`src/rtl/sr_nor_latch.sv`:
```
// rtl/sr_nor_latch.sv - registered bank of NOR SR latch cells with forbidden-input tracking

// Single SR cell.
// Cross-coupled NOR behaviour is modelled as registered next-state logic.
// A cell leaving the both-low forbidden state resolves reset-dominant.
module sr_nor_latch_cell (
  input  logic clk,
  input  logic rst,
  input  logic s,
  input  logic r,
  output logic q,
  output logic qn,
  output logic invalid
);

  logic q_q, q_d;
  logic qn_q, qn_d;
  logic inv_q, inv_d;

  // Next state of one cell from the sampled set/reset pair
  always_comb begin
    q_d   = q_q;
    qn_d  = qn_q;
    inv_d = 1'b0;
    case ({s, r})
      2'b11: begin
        // Both NOR outputs are driven low while set and reset are both high
        q_d   = 1'b0;
        qn_d  = 1'b0;
        inv_d = 1'b1;
      end
      2'b10: begin
        q_d  = 1'b1;
        qn_d = 1'b0;
      end
      2'b01: begin
        q_d  = 1'b0;
        qn_d = 1'b1;
      end
      default: begin
        // Hold the current state, unless the outputs are not complementary.
        // That happens after a forbidden input. A real latch would race here,
        // so the model settles on the reset state instead.
        if (q_q == qn_q) begin
          q_d  = 1'b0;
          qn_d = 1'b1;
        end
      end
    endcase
  end

  // Cell state register with asynchronous reset to the cleared state
  always_ff @(posedge clk or posedge rst) begin
    if (rst) begin
      q_q   <= 1'b0;
      qn_q  <= 1'b1;
      inv_q <= 1'b0;
    end else begin
      q_q   <= q_d;
      qn_q  <= qn_d;
      inv_q <= inv_d;
    end
  end

  assign q       = q_q;
  assign qn      = qn_q;
  assign invalid = inv_q;

endmodule

// Saturating event counter with synchronous clear.
// When a clear and an event arrive on the same edge, the count restarts at one.
module sr_nor_sat_cnt #(
  parameter int W = 8
) (
  input  logic         clk,
  input  logic         rst,
  input  logic         clr,
  input  logic         inc,
  output logic [W-1:0] cnt
);

  logic [W-1:0] cnt_q, cnt_d;
  logic [W-1:0] base;

  // Apply the clear first, then add the event if there is headroom
  always_comb begin
    base  = clr ? '0 : cnt_q;
    cnt_d = base;
    if (inc && (base != '1)) begin
      cnt_d = base + W'(1);
    end
  end

  // Counter register
  always_ff @(posedge clk or posedge rst) begin
    if (rst) begin
      cnt_q <= '0;
    end else begin
      cnt_q <= cnt_d;
    end
  end

  assign cnt = cnt_q;

endmodule

// Top level: WIDTH independent cells.
// Also keeps a sticky error flag and a per-edge count of forbidden inputs.
module sr_nor_latch #(
  parameter int WIDTH = 1,
  parameter int CNT_W = 8
) (
  input  logic             clk,
  input  logic             rst,
  input  logic [WIDTH-1:0] s,
  input  logic [WIDTH-1:0] r,
  input  logic             clr_err,
  output logic [WIDTH-1:0] q,
  output logic [WIDTH-1:0] qn,
  output logic [WIDTH-1:0] invalid,
  output logic             err_sticky,
  output logic [CNT_W-1:0] illegal_cnt
);

  logic any_illegal;
  logic err_q, err_d;

  for (genvar i = 0; i < WIDTH; i++) begin : g_cell
    sr_nor_latch_cell u_cell (
      .clk     (clk),
      .rst     (rst),
      .s       (s[i]),
      .r       (r[i]),
      .q       (q[i]),
      .qn      (qn[i]),
      .invalid (invalid[i])
    );
  end

  // One event per edge, however many cells see set and reset together
  always_comb begin
    any_illegal = |(s & r);
  end

  // Sticky error flag; a new forbidden input overrides a clear on the same edge
  always_comb begin
    err_d = err_q;
    if (clr_err) begin
      err_d = 1'b0;
    end
    if (any_illegal) begin
      err_d = 1'b1;
    end
  end

  // Error flag register
  always_ff @(posedge clk or posedge rst) begin
    if (rst) begin
      err_q <= 1'b0;
    end else begin
      err_q <= err_d;
    end
  end

  sr_nor_sat_cnt #(
    .W (CNT_W)
  ) u_cnt (
    .clk (clk),
    .rst (rst),
    .clr (clr_err),
    .inc (any_illegal),
    .cnt (illegal_cnt)
  );

  assign err_sticky = err_q;

endmodule

```
`config.mk`:
```
export PLATFORM = sky130hd
export DESIGN_NAME = sr_nor_latch
export DESIGN_NICKNAME = d
export VERILOG_FILES = /design/src/rtl/sr_nor_latch.sv
export SDC_FILE = /design/constraint.sdc
export NUM_CORES = 1
export LEC_CHECK = 0
export CAP_MARGIN = 20
export CELL_PAD_IN_SITES_DETAIL_PLACEMENT = 0
export CELL_PAD_IN_SITES_GLOBAL_PLACEMENT = 1
export CORE_MARGIN = 2
export CORE_UTILIZATION = 32
export CTS_CLUSTER_SIZE = 24
export DETAILED_ROUTE_END_ITERATION = 8
export PLACE_DENSITY = 0.77
export SYNTH_ARGS = -nofsm -noshare
export SYNTH_HDL_FRONTEND = slang
export SYNTH_SLANG_ARGS = --single-unit
```
`constraint.sdc`:
```
create_clock -name clk -period 1.8 [get_ports clk]
set_input_delay 0.36 -clock clk [delete_from_list [all_inputs] [get_ports clk]]
set_output_delay 0.36 -clock clk [all_outputs]
set_load 0.01 [all_outputs]
```
==> impl_metrics.toml <==
[status]
run_status = "finished, final reports clean"

[synthesis]
ys.flop_type = "dfrtp_1"
synth_edf_count = 0
synth_top_cell_area_share_pct = 48.0
async_reset_ff_share_pct = 100
syn_area_um2 = 573
synth.most_common_cell = "dfrtp_1"
seq_area_frac_synth_pct = 52.6
synth_top_cell_by_area = "dfrtp_1"
yosysWarnings = 0
yosys_register_bits = 12
syn_nets = 61
yosysUniqueCellTypes = 28
syn_area_per_cell_um2 = 10.2
ys_top_cells_by_area = "dfrtp_1 (48%), dfstp_2 (4.6%), inv_1 (3.9%)"
synth_common_cells = "dfrtp_1 (11), inv_1 (6), a21oi_1 (4)"
synth_cells = 56

[die]
die_w_um = 46.3
die_h_um = 46.3
dieArea_mm2 = 0.00215
start_util_pct = 33.6
ioPinCount = 17
fp-row-count = 15
core_area_mm2 = 0.00171

[setup_path]
cp_slowest_cell = "dfstp_2"
critPathRequiredTime_ns = 1.44
cp_top_family = "flip-flops"
worstSetupStartpoint = "g_cell[0].u_cell.qn"
cp.arrival_ns = 1.33
critPathMaxStageDelay_ns = 0.53
worstPathMaxFanout = 2
worst_setup_path_end_kind = "output port"
r2r-start = "u_cnt.cnt[4]"
crit_chain = "clkdlybuf4s50_1"
crit_type = "register to output port"
path_buf_inv = 1
startpoint_type = "register"

[global_route]
grtUsageMet1_pct = 17.1
grt_pass1_vias = 437
grt_overflow = 0
gr-usage-met2_pct = 18.1
track_usage_pct = 13.4
gr-usage-met3_pct = 4.31
grt_antenna_before_repair = 0
busiest_layer = "met2"
grt_pass1_wl_mm = 1.93
grt_max_degree = 13

[power_and_ir_drop]
ir_worst_vdd_v = 0.000256
power.density_mw_per_mm2 = 708
p_total_w = 0.000573
power.leakage_nw = 0.335

[sta]
final_hold_viol_count = 0
timing.final.crit_share_pct = 93.7
final_max_slew_viol_count = 0
worst_pin_slew_ns = 0.464
whs_ns = 0.390
rsz0062_at_grt = "false"
setup_viol = 0
layout_setup_ws_ns = 0.114
max_freq_mhz = 593
fin_tns_setup_ns = 0
skew_ns = 0.00190
min_period_ns = 1.69
relSlewSlack_pct = 69.0

[routing]
final_antenna_net_count = 0
wl_per_cell_um = 11.6
drt-total-wl_mm = 1.17
drt_iter0_drc = 5
drt_pass1_iterations = 3
num_vias = 502
post_drt_via_cell_ratio = 4.97
drc = 0

[flow_run]
max_cap_violations = 0

[place]
place_ws_ns = 0.108
placed_cell_area_um2 = 773
gp_congestion = 0.726
port-buffer-count = 16
hpwl_um = 855

[finish]
num-fill-cells = 171
nets = 82
diodes = 0
area_growth_pct = 41.3
layout-drive-gt1-share_pct = 18.4
fin_area_um2 = 810
multi_input_area_um2 = 235
final-seq-area_um2 = 302

[worst_hold_path]
hold_path.class = "input pin to async pin"

[cts]
clk_pin_slew_ns = 0.08
post_cts_resized = 0
clock_latency_ns = 0.27
cts_hold_buf = 0
cts_buffers = 3
ctsRootBufferMaster = "clkbuf_4"
cts_tree = "built"
htree_num_levels = 1
clock_sinks = 12
cts_buffer_depth = 2
post_cts_buffers = 0
==> cells by family (layout without fill, tap and decap cells) <==
family	count (synthesis)	in the layout	share of synthesized area, %
multiplexers	1	1	1.75
flip-flops	12	12	52.6
XOR/XNOR	1	1	1.53
AO/OA/AOI/OAI	15	15	18.6
buffers and inverters	9	29	6.33
AND/OR/NAND/NOR	18	18	19.2
==> area by class of cell <==
class                      instances  share of cell area, %
clock buffer                       4                   4.48
timing repair buffer              19                   22.6
inverter                           6                   2.78
tap                               25                   3.86
sequential                        12                   37.2
multi-input combinational         35                   29.1
==> where the power goes <==
group	leakage, nW	internal [W]	switching [W]
combinational	0.156	0.0000383	0.0000298
sequential	0.158	0.000281	0.00000858
clock	0.0210	0.000123	0.0000923
total	0.335	0.000442	0.000131
==> per-stage QoR <==
| stage | util, % | instances |
|---|---|---|
| 2_1_floorplan | - | 56 |
| 3_3_place_gp | 45.3 | 97 |
| 3_5_place_dp | 45.3 | 97 |
| 4_1_cts | 47.4 | 101 |
| 5_1_grt | 47.4 | 101 |
| 6_report | 47.4 | 101 |
==> metal layers <==
metal | vias to the layer above | wire length, µm
met5 | - | 0
met2 | 14 | 524
li1 | 242 | -
met4 | 0 | 18
met3 | 4 | 57
met1 | 242 | 569
==> flip-flops by register name (all words and copies together) (netlist names) <==
name and flops:
err_sticky 1, g_cell.u_cell.invalid 1, g_cell.u_cell.q 1, g_cell.u_cell.qn 1, u_cnt.cnt 8
==> final timing paths <==
| check | to | slack [ns] | cells after the start |
|---|---|---|---|
| setup reg to reg | u_cnt.cnt[1] | 0.49 | 3 |
| setup / recovery | qn | 0.11 | 1 |
| hold / removal | u_cnt.cnt[5] | 0.39 | 2 |
| hold reg to reg | g_cell[0].u_cell.qn | 0.46 | 1 |
| min in group clk | g_cell[0].u_cell.qn | 0.46 | 1 |
| max in group asynchronous | g_cell[0].u_cell.qn | 1.07 | 2 |
==> cells in the final DEF (no fill, tap or decap), drive strengths merged <==
| cell | count |
|---|---|
| and3 | 1 |
| a21boi | 1 |
| mux2i | 1 |
| a311oi | 1 |
| dfrtp | 11 |
| clkdlybuf4s50 | 16 |
| clkbuf | 4 |
| nand4 | 3 |
| a21oi | 4 |
| o32ai | 1 |
| inv | 6 |
| xnor2 | 1 |
| dfstp | 1 |
| a31oi | 2 |
| o311a | 1 |
| a21o | 2 |
| nand2 | 3 |
| nor2 | 3 |
| nor2b | 1 |
| and4 | 2 |
| o21ai | 2 |
| buf | 3 |
| or3 | 2 |
| a211oi | 1 |
| nor3 | 2 |
| and2 | 1 |
Note: power is estimated with default switching activity, not from simulation.
